## src/rtl/vid_pkg.sv

```systemverilog
// Shared constants and types for the video RAM display-side fetch path.
package vid_pkg;

  localparam int VRAM_AW = 15;
  localparam int VRAM_DW = 8;
  localparam int RD_LAT  = 2;

  localparam logic [VRAM_DW-1:0] BLANK_CODE = 8'h20;

  typedef enum logic [1:0] {
    IDLE,
    ISSUE,
    DRAIN
  } fetch_state_e;

endpackage

```

## src/rtl/vid_line_buf.sv

```systemverilog
// One text row of character codes: single write port, registered read port
// that substitutes the blank code for columns past the end of the row.
module vid_line_buf
  import vid_pkg::*;
#(
  parameter int DEPTH = 80,
  parameter int AW    = 7
) (
  input  logic               clk,
  input  logic               reset,
  input  logic               wr_en,
  input  logic [AW-1:0]      wr_addr,
  input  logic [VRAM_DW-1:0] wr_data,
  input  logic [AW-1:0]      rd_addr,
  input  logic               rd_blank,
  output logic [VRAM_DW-1:0] rd_data
);

  logic [VRAM_DW-1:0] mem [DEPTH];

  // NOTE: the storage array has no reset; only the read register is cleared.
  always_ff @(posedge clk) begin
    if (wr_en && (wr_addr < AW'(DEPTH))) mem[wr_addr] <= wr_data;
  end

  always_ff @(posedge clk) begin
    if (reset)         rd_data <= '0;
    else if (rd_blank) rd_data <= BLANK_CODE;
    else               rd_data <= mem[rd_addr];
  end

endmodule

```

## src/rtl/vram_scan_fetch.sv

```systemverilog
// Display-side VRAM reader: copies one text row into a line buffer during
// hblank and serves character codes plus scanline to the character generator.
module vram_scan_fetch #(
  parameter int COLS_MAX   = 80,
  parameter int CHAR_H_MAX = 16,
  parameter int ROWS_MAX   = 32,
  parameter int RD_LAT     = vid_pkg::RD_LAT,
  localparam int COL_W     = $clog2(COLS_MAX),
  localparam int SCAN_W    = $clog2(CHAR_H_MAX),
  localparam int CROW_W    = $clog2(ROWS_MAX)
) (
  input  logic                        clk,
  input  logic                        reset,
  input  logic                        frame_start,
  input  logic                        line_start,
  input  logic [vid_pkg::VRAM_AW-1:0] cfg_base,
  input  logic [COL_W-1:0]            cfg_cols,
  input  logic [CROW_W-1:0]           cfg_rows,
  input  logic [SCAN_W-1:0]           cfg_char_h,
  output logic [vid_pkg::VRAM_AW-1:0] vram_adb,
  output logic                        vram_ceb,
  output logic                        vram_oceb,
  input  logic [vid_pkg::VRAM_DW-1:0] vram_doutb,
  input  logic [COL_W-1:0]            disp_col,
  output logic [vid_pkg::VRAM_DW-1:0] disp_char,
  output logic [SCAN_W-1:0]           disp_scan,
  output logic                        disp_blank,
  output logic                        busy,
  output logic                        fetch_done,
  output logic                        err_overrun
);

  import vid_pkg::*;

  localparam int ROW_W = $clog2(ROWS_MAX + 1);
  localparam logic [RD_LAT-1:0] LOWER_MASK = {RD_LAT{1'b1}} >> 1;

  typedef struct packed {
    logic             valid;
    logic [COL_W-1:0] col;
  } ret_slot_t;

  fetch_state_e       state;
  logic [ROW_W-1:0]   row;
  logic [SCAN_W-1:0]  scan;
  logic [VRAM_AW-1:0] row_base;
  logic [COL_W-1:0]   fetch_cols;
  logic [COL_W-1:0]   issue_col;
  ret_slot_t          ret_pipe [RD_LAT];

  logic [ROW_W-1:0]   row_eff;
  logic [SCAN_W-1:0]  scan_eff;
  logic [VRAM_AW-1:0] base_eff;
  logic [CROW_W-1:0]  rows_last;
  logic               busy_eff;
  logic               row_blank;
  logic               launch;
  logic [RD_LAT-1:0]  ret_valid;
  logic               buf_wr_en;
  logic               rd_blank;

  assign vram_oceb = 1'b1;

  // frame_start is folded in first so a coincident line_start sees cleared counters.
  // NOTE: every always_comb output gets a default before any branch, so no latch.
  always_comb begin
    row_eff   = frame_start ? '0 : row;
    scan_eff  = frame_start ? '0 : scan;
    base_eff  = frame_start ? cfg_base : row_base;
    busy_eff  = busy & ~frame_start;
    rows_last = cfg_rows - 1'b1;
    row_blank = row_eff > ROW_W'(rows_last);
    launch    = line_start & ~row_blank & (scan_eff == '0) & ~busy_eff;
    ret_valid = '0;
    for (int i = 0; i < RD_LAT; i++) ret_valid[i] = ret_pipe[i].valid;
    buf_wr_en = ret_pipe[RD_LAT-1].valid & ~frame_start;
    rd_blank  = (disp_col >= cfg_cols) | (disp_col >= COL_W'(COLS_MAX));
  end

  // Later non-blocking assignments override earlier ones: abort, then launch.
  always_ff @(posedge clk) begin
    if (reset) begin
      state       <= IDLE;
      row         <= '0;
      scan        <= '0;
      row_base    <= '0;
      fetch_cols  <= '0;
      issue_col   <= '0;
      vram_adb    <= '0;
      vram_ceb    <= 1'b0;
      busy        <= 1'b0;
      fetch_done  <= 1'b0;
      err_overrun <= 1'b0;
      disp_scan   <= '0;
      disp_blank  <= 1'b0;
      for (int i = 0; i < RD_LAT; i++) ret_pipe[i] <= '0;
    end else begin
      fetch_done <= 1'b0;
      if (fetch_done) busy <= 1'b0;

      for (int i = RD_LAT - 1; i > 0; i--) ret_pipe[i] <= ret_pipe[i-1];
      ret_pipe[0] <= '{valid: (state == ISSUE), col: issue_col};

      case (state)
        ISSUE: begin
          if (issue_col == fetch_cols - 1'b1) begin
            state    <= DRAIN;
            vram_ceb <= 1'b0;
          end else begin
            issue_col <= issue_col + 1'b1;
            vram_adb  <= vram_adb + 1'b1;
          end
        end
        DRAIN: begin
          // Done once only the oldest slot, written on this edge, is still valid.
          if ((ret_valid & LOWER_MASK) == '0) begin
            state      <= IDLE;
            fetch_done <= 1'b1;
          end
        end
        default: ;
      endcase

      if (frame_start) begin
        state      <= IDLE;
        vram_ceb   <= 1'b0;
        busy       <= 1'b0;
        fetch_done <= 1'b0;
        row        <= '0;
        scan       <= '0;
        row_base   <= cfg_base;
        for (int i = 0; i < RD_LAT; i++) ret_pipe[i].valid <= 1'b0;
      end

      if (line_start) begin
        disp_scan  <= scan_eff;
        disp_blank <= row_blank;
        if (busy_eff) err_overrun <= 1'b1;
        if (launch) begin
          state      <= ISSUE;
          vram_ceb   <= 1'b1;
          vram_adb   <= base_eff;
          issue_col  <= '0;
          fetch_cols <= cfg_cols;
          busy       <= 1'b1;
        end
        if (scan_eff == cfg_char_h) begin
          scan     <= '0;
          row      <= (row_eff == ROW_W'(ROWS_MAX)) ? row_eff : row_eff + 1'b1;
          row_base <= base_eff + VRAM_AW'(cfg_cols);
        end else begin
          scan <= scan_eff + 1'b1;
        end
      end
    end
  end

  vid_line_buf #(
    .DEPTH (COLS_MAX),
    .AW    (COL_W)
  ) u_line_buf (
    .clk      (clk),
    .reset    (reset),
    .wr_en    (buf_wr_en),
    .wr_addr  (ret_pipe[RD_LAT-1].col),
    .wr_data  (vram_doutb),
    .rd_addr  (disp_col),
    .rd_blank (rd_blank),
    .rd_data  (disp_char)
  );

endmodule

```

## config.mk

```make
export PLATFORM = sky130hd
export DESIGN_NAME = vram_scan_fetch
export DESIGN_NICKNAME = d
export VERILOG_FILES = /design/src/rtl/vid_pkg.sv /design/src/rtl/vid_line_buf.sv /design/src/rtl/vram_scan_fetch.sv
export SDC_FILE = /design/constraint.sdc
export NUM_CORES = 1
export LEC_CHECK = 0
export BUFFER_PORTS_ARGS = -buffer_cell sky130_fd_sc_hd__buf_2
export CAP_MARGIN = 20
export CORE_MARGIN = 4
export CORE_UTILIZATION = 40
export CTS_BUF_LIST = sky130_fd_sc_hd__clkbuf_4
export DETAILED_ROUTE_END_ITERATION = 8
export PLACE_DENSITY = 0.57
export SLEW_MARGIN = 0
export SYNTH_ARGS = -nofsm -noshare
export SYNTH_HDL_FRONTEND = slang
export SYNTH_SLANG_ARGS = --single-unit
export TNS_END_PERCENT = 20
```

## constraint.sdc

```tcl
create_clock -name clk -period 7 [get_ports clk]
set_clock_uncertainty 0.2 [all_clocks]
set_input_delay 0.7 -clock clk [delete_from_list [all_inputs] [get_ports clk]]
set_output_delay 0.7 -clock clk [all_outputs]
set_load 0.03 [all_outputs]
```

==> Word-level counts from Yosys, hierarchy flattened <==
Memory sizes are Yosys's and may differ from the RTL's.
Cells that the tools add are included.
{ "totals": {"latchBits": 0, "reg_bits": 73, "word_cells": 101, "ram_bits": 656, "romBits": 0, "mem_count": 2, "inputBits": 50, "output_inout_bits": 33} }
{ "op_classes": {"n_shift": 0, "bitwise": 14, "addsub": 7, "div_mod_pow": 0, "n_mul": 0, "n_eq_ne": 5, "n_lt_le_gt_ge": 4, "reduce_logical": 7, "mux": 47} }
{ "memory_table": {"columns": ["memory", "depth", "width", "read_ports", "rd_ports_with_merged_regs", "write_ports", "line_no", "source"], "rows": [
  ["u_line_buf.mem", 80, 8, 1, 0, 1, "vid_line_buf.sv:19", "logic [VRAM_DW-1:0] mem [DEPTH];"],
  ["ret_pipe", 2, 8, 2, 0, 2, "vram_scan_fetch.sv:49", "ret_slot_t ret_pipe [RD_LAT];"]
]} }
{ "op_table": {"columns": ["op", "count"], "rows": [
  ["15-bit two-way mux", 7],
  ["6-bit two-way mux", 5],
  ["7-bit two-way mux", 4],
  ["1-bit two-way mux", 20],
  ["8-bit two-way mux", 2],
  ["15-bit by 1-bit adder with 15-bit output (second input constant)", 1],
  ["15-bit by 7-bit adder with 15-bit output", 1],
  ["4-bit two-way mux", 3],
  ["2-bit two-way mux", 5],
  ["7-bit by 1-bit adder with 7-bit output (second input constant)", 1],
  ["7-bit equality test", 1],
  ["7-bit greater-or-equal comparator", 1],
  ["7-bit greater-or-equal comparator (second input constant)", 1],
  ["7-bit < comparator (second input constant)", 1],
  ["7-bit by 1-bit subtractor with 7-bit output (second input constant)", 1],
  ["6-bit by 1-bit adder with 6-bit output (second input constant)", 1],
  ["6-bit equality test (second input constant)", 1],
  ["6-bit by 5-bit greater-than comparator with 1-bit output", 1],
  ["1-bit AND", 5],
  ["1-bit OR", 5],
  ["5-bit by 1-bit subtractor with 5-bit output (second input constant)", 1],
  ["4-bit by 1-bit adder with 4-bit output (second input constant)", 1],
  ["4-bit equality test", 1],
  ["4-bit logical NOT", 1],
  ["other kinds (9)", 13]
]} }

==> Logic depth before layout (Yosys ltp) <==
{ "depth": {"depth_word": 8, "ltp_mapped": 14, "mapped_depth_nobuf": 11} }

==> Modules after synthesis <==
A second synthesis with hierarchy kept.
{ "hier_totals": {"cells_unflattened": 1736, "hier_area_um2": 29894.9} }
{ "modules_own_cells": {"columns": ["mod", "seq_area_each_um2", "n_inst", "area_each_um2", "cells_per_inst"], "rows": [
  ["vid_line_buf", 19378.6, 1, 25224.2, 1207],
  ["vram_scan_fetch", 1621.6, 1, 4670.7, 529]
]} }

==> Worst setup path before layout <==
Ideal clock, no wire load.
{ "synth_path": {"path_type": "input-to-reg", "startpoint": "input frame_start", "endpoint": "register row_base[14]", "n_path_buf": 3, "setup_ns": 0.078, "stages": 14, "slack_ns": 3.265, "arrival_ns": 3.457, "t_required_ns": 6.722, "cell_sequence": "buf_2 buf_1 clkbuf_1 mux2i_1 inv_1 ha_1 inv_1 fa_1 nor2b_1 o21ai_0 a21oi_1 o211ai_1 o31a_1 nor3_1"} }
{ "synth_between": {"elab_chain_cells": 4, "word_cells_on_any_way": 6, "cone_classes": "add/sub (1); eq/ne (1); mux (4)"} }
{ "synth_lines": {"columns": ["item", "line_no", "source"], "rows": [
  ["start, declared", "vram_scan_fetch.sv:14", "input logic frame_start,"],
  ["15-bit two-way mux / 4-bit two-way mux (equally long branches)", null, null],
  ["15-bit by 7-bit adder with 15-bit output / 4-bit equality test (equally long branches)", "vram_scan_fetch.sv:150, vram_scan_fetch.sv:147", null],
  ["15-bit two-way mux", "vram_scan_fetch.sv:147", "if (scan_eff == cfg_char_h) begin"],
  ["15-bit two-way mux (*)", "vram_scan_fetch.sv:135", "if (line_start) begin"],
  ["end signal, assigned", "vram_scan_fetch.sv:131", "row_base <= cfg_base;"],
  ["end signal, assigned", "vram_scan_fetch.sv:150", "row_base <= base_eff + VRAM_AW'(cfg_cols);"],
  ["end, declared", "vram_scan_fetch.sv:46", "logic [VRAM_AW-1:0] row_base;"]
]} }
Every way passes the cells marked *; elsewhere a longest branch is shown, timed or not.
A chain may end at the register's enable or synchronous reset.

==> Worst setup path after layout <==
{ "layout_path": {"startpoint": "input frame_start", "endpoint": "memory u_line_buf.mem[38][3], enable pin"} }
{ "layout_between": {"elab_chain_cells": 5} }
{ "layout_lines": {"columns": ["item", "line_no", "source"], "rows": [
  ["1-bit NOT", "vram_scan_fetch.sv:76", "buf_wr_en = ret_pipe[RD_LAT-1].valid & ~frame_start;"],
  ["1-bit AND", "vram_scan_fetch.sv:76", null],
  ["1-bit logical AND", "vid_line_buf.sv:23", "if (wr_en && (wr_addr < AW'(DEPTH))) mem[wr_addr] <= wr_data;"],
  ["1-bit two-way mux", "vid_line_buf.sv:23", null],
  ["1-bit two-way mux (implied by the code)", "vid_line_buf.sv:23", null],
  ["end, declared", "vid_line_buf.sv:19", null]
]} }
Every way passes these cells.

==> flow_summary.toml <==
[place]
dp_hpwl_um = 43400
gp_congestion = 0.805
port_buffers = 81
place_area_mm2 = 0.0310

[timing]
relSlewSlack = 0.279
fin_crit_sh = 0.482
drv_slew = 0
hold-worst-slack_ps = 129
fmax_mhz = 296
worst_pin_slew_ps = 1080
rsz0062_at_grt = "false"
hold_viol = 0
min_period_ps = 3380
setup_tns_ps = 0
finalSetupViolations = 0

[yosys]
synth_top_area_share = 0.648
synthCells = 1675
synth_edf_count = 640
synth_area_leaders = "edfxtp_1 (65%), mux4_2 (13%), dfxtp_1 (6.0%), mux2i_1 (2.1%), nor2_1 (1.6%)"
synth_fp_nets = 1755
synth_top_cell_by_area = "edfxtp_1"
synth_cell_types = 69
synth-seq-cells = 729
seq_area_frac_synth = 0.709
synthArstFlopShare = 0
ys.flop_type = "edfxtp_1"
syn_area_mm2 = 0.0296
yosysWarnings = 0
avgSynthCellArea_um2 = 17.7

[critical_path]
crit_slowest_cell = "nor2_1"
rrSetupSlack_ps = 3630
cp-startpoint = "frame_start"
r2r-start = "ret_pipe[0][12]"
end_kind = "register"
worstSetupPathType = "input pin to register"
required_ps = 7440
slowest_delay_ps = 970
cp_max_fo = 32
startpoint_type = "input pin"
rr_worst_depth = 5
path_cells = "buf_2 -> inv_1 -> nand3_1 -> nor2_1 -> nand3_1 -> nor2_1"
worstPathArrival_ps = 3810

[run_status]
status = "finished clean"

[floorplanning]
num_rows = 99
die-area_mm2 = 0.0785
pin_count = 83
start_util = 0.405
die_x_um = 280
core_area_mm2 = 0.0732
die_h_um = 280

[route]
first_pass_iters = 7
ant_nets = 0
routed_via_density = 5.52
num_vias = 16600
avgRoutedWirePerCell_um = 24.2
wl_um = 72800
drt_iter0_markers = 1547
drcViolationCount = 0

[clocking]
post_cts_buffers = 0
htreeDepth = 4
ctsResizeCount = 0
cts_hold_buf = 23
clock_latency_ps = 1020
clkSlewWorstSetupHoldPaths_ps = 70
clock_path_buffers = 3
clockRootBuffer = "clkbuf_4"
clock-sinks = 729
cts_tree = "done"
cts_buffers = 186

[worst_hold_path]
whs_path_depth = 4
worstHoldStart = "cfg_base[7]"
hold_path.class = "input pin to register"

[cells_and_area]
fill_cells = 6346
drive_above_1_share = 0.278
final_util = 0.461
syn2layout_area_growth_pct = 13.9
fin_area_mm2 = 0.0337
nNetsFinal = 1979

[global_routing]
track_usage = 0.187
grt_overflow = 0
grt_pass1_wl_um = 109000
grt_max_degree = 81
antenna_found_initial = 2
first_global_vias = 17200

[power]
power.density_mw_per_mm2 = 270
power_w = 0.00910
peakVddDrop_mv = 0.163
power_leakage_nw = 11.2

[job]
cap_violations = 0
-- where the power goes --
part	leakage (nW)	internal, W	switching, W	total (W)
Clock	1.47	0.00203	0.00175	0.00377
Sequential	6.48	0.00474	0.0000239	0.00477
Combinational	3.29	0.000214	0.000345	0.000558
Total	11.2	0.00699	0.00212	0.00910
-- stage by stage --
step | setup slack (ps) | cells
after floorplan | 3260 | 1675
after global placement | 2660 | 2647
after detailed placement | 2640 | 2647
after CTS | 3600 | 3008
after global routing | 3340 | 3009
final | 3620 | 3009
-- cell usage after synthesis (4+ instances only) --
cell type	number
o31ai_1	8
o311a_1	11
edfxtp_1	640
clkbuf_1	46
nor3_1	19
nand3_1	37
buf_1	6
xor2_1	5
mux2_2	6
dfxtp_1	89
o21ai_1	7
nand4_1	9
nor2_1	124
inv_1	33
or3_1	9
nand2_1	65
a311oi_1	6
and2_1	5
a41oi_1	7
o211ai_1	8
buf_2	22
o21ai_0	27
and3_1	5
buf_4	9
or4_1	10
a21o_1	8
a22oi_1	7
mux4_2	171
nand4b_1	5
o31a_1	8
nor2b_1	39
nand3b_1	4
ha_1	29
mux2i_1	61
xnor2_1	12
o221ai_1	7
nor4_1	9
a31oi_1	4
nand2b_1	12
a21oi_1	37
o21a_1	4
a211oi_1	4
-- critical path, delay by kind of cell --
family	cells	cell delay [ps]
buf+inv	2	810
simple gates	4	2270
-- final cells by class --
| type | instances | area (um^2) | share of cell area |
|---|---|---|---|
| Inverter | 33 | 124 | 0.00367 |
| Clock inverter | 70 | 485 | 0.0144 |
| Timing Repair Buffer | 120 | 787 | 0.0233 |
| Clock buffer | 268 | 2010 | 0.0596 |
| Antenna cell | 1 | 2.50 | 0.0000741 |
| Tap cell | 959 | 1200 | 0.0356 |
| Multi-Input combinational cell | 829 | 8140 | 0.241 |
| Sequential cell | 729 | 21000 | 0.622 |
-- final timing paths --
kind	to
min reg2reg	ret_pipe[0][10]
max reg2reg	u_line_buf.mem[38][3]
max	u_line_buf.mem[38][3]
min	vram_adb[7]
-- layout by cell type, fill, tap and decap left out, types with 9 or more instances in the layout --
master           n
ha_1            29
edfxtp_1       640
dfxtp_1         89
inv_1           33
or4_1           10
mux2i_1         61
or3_1            9
nand3_1         37
xnor2_1         12
a21oi_1         37
nor3_1          19
nand2_1         65
nor2b_1         39
clkbuf_4       268
nand4_1          9
dlygate4sd3_1   23
buf_4           16
nand2b_1        12
buf_2           78
o21ai_0         27
mux4_2         171
nor2_1         124
o311a_1         11
clkinv_1        47
-- routing by layer --
metal | wire, um | track usage | vias to the layer above
met4 | 1160 | 0.0572 | 0
met5 | 0 | 0 | -
li1 | - | - | 7345
met1 | 31800 | 0.255 | 8642
met3 | 4380 | 0.0468 | 93
met2 | 35400 | 0.300 | 528
-- state kept, by name, summed over array words and instances (netlist names) --
| register | count |
|---|---|
| disp_scan | 4 |
| state | 2 |
| ret_pipe | 16 |
| issue_col | 7 |
| scan | 4 |
| err_overrun | 1 |
| vram_adb | 15 |
| u_line_buf.mem | 640 |
| u_line_buf.rd_data | 8 |
| disp_blank | 1 |
| row | 6 |
| row_base | 15 |
| vram_ceb | 1 |
| fetch_done | 1 |
| busy | 1 |
| fetch_cols | 7 |
-- cell families (layout without fill, tap and decap cells) --
logic type / count (synthesis) / after routing / share of synthesized area
xor+xnor: 18 / 18 / 0.00578
buf+inv: 117 / 491 / 0.0171
mux: 238 / 238 / 0.153
simple gates: 367 / 367 / 0.0614
other cells: 1 / 2 / 0.000127
flops: 729 / 729 / 0.709
compound gates: 175 / 175 / 0.0413
fa+ha+maj: 30 / 30 / 0.0129
Note: power is estimated with default switching activity, not from simulation.
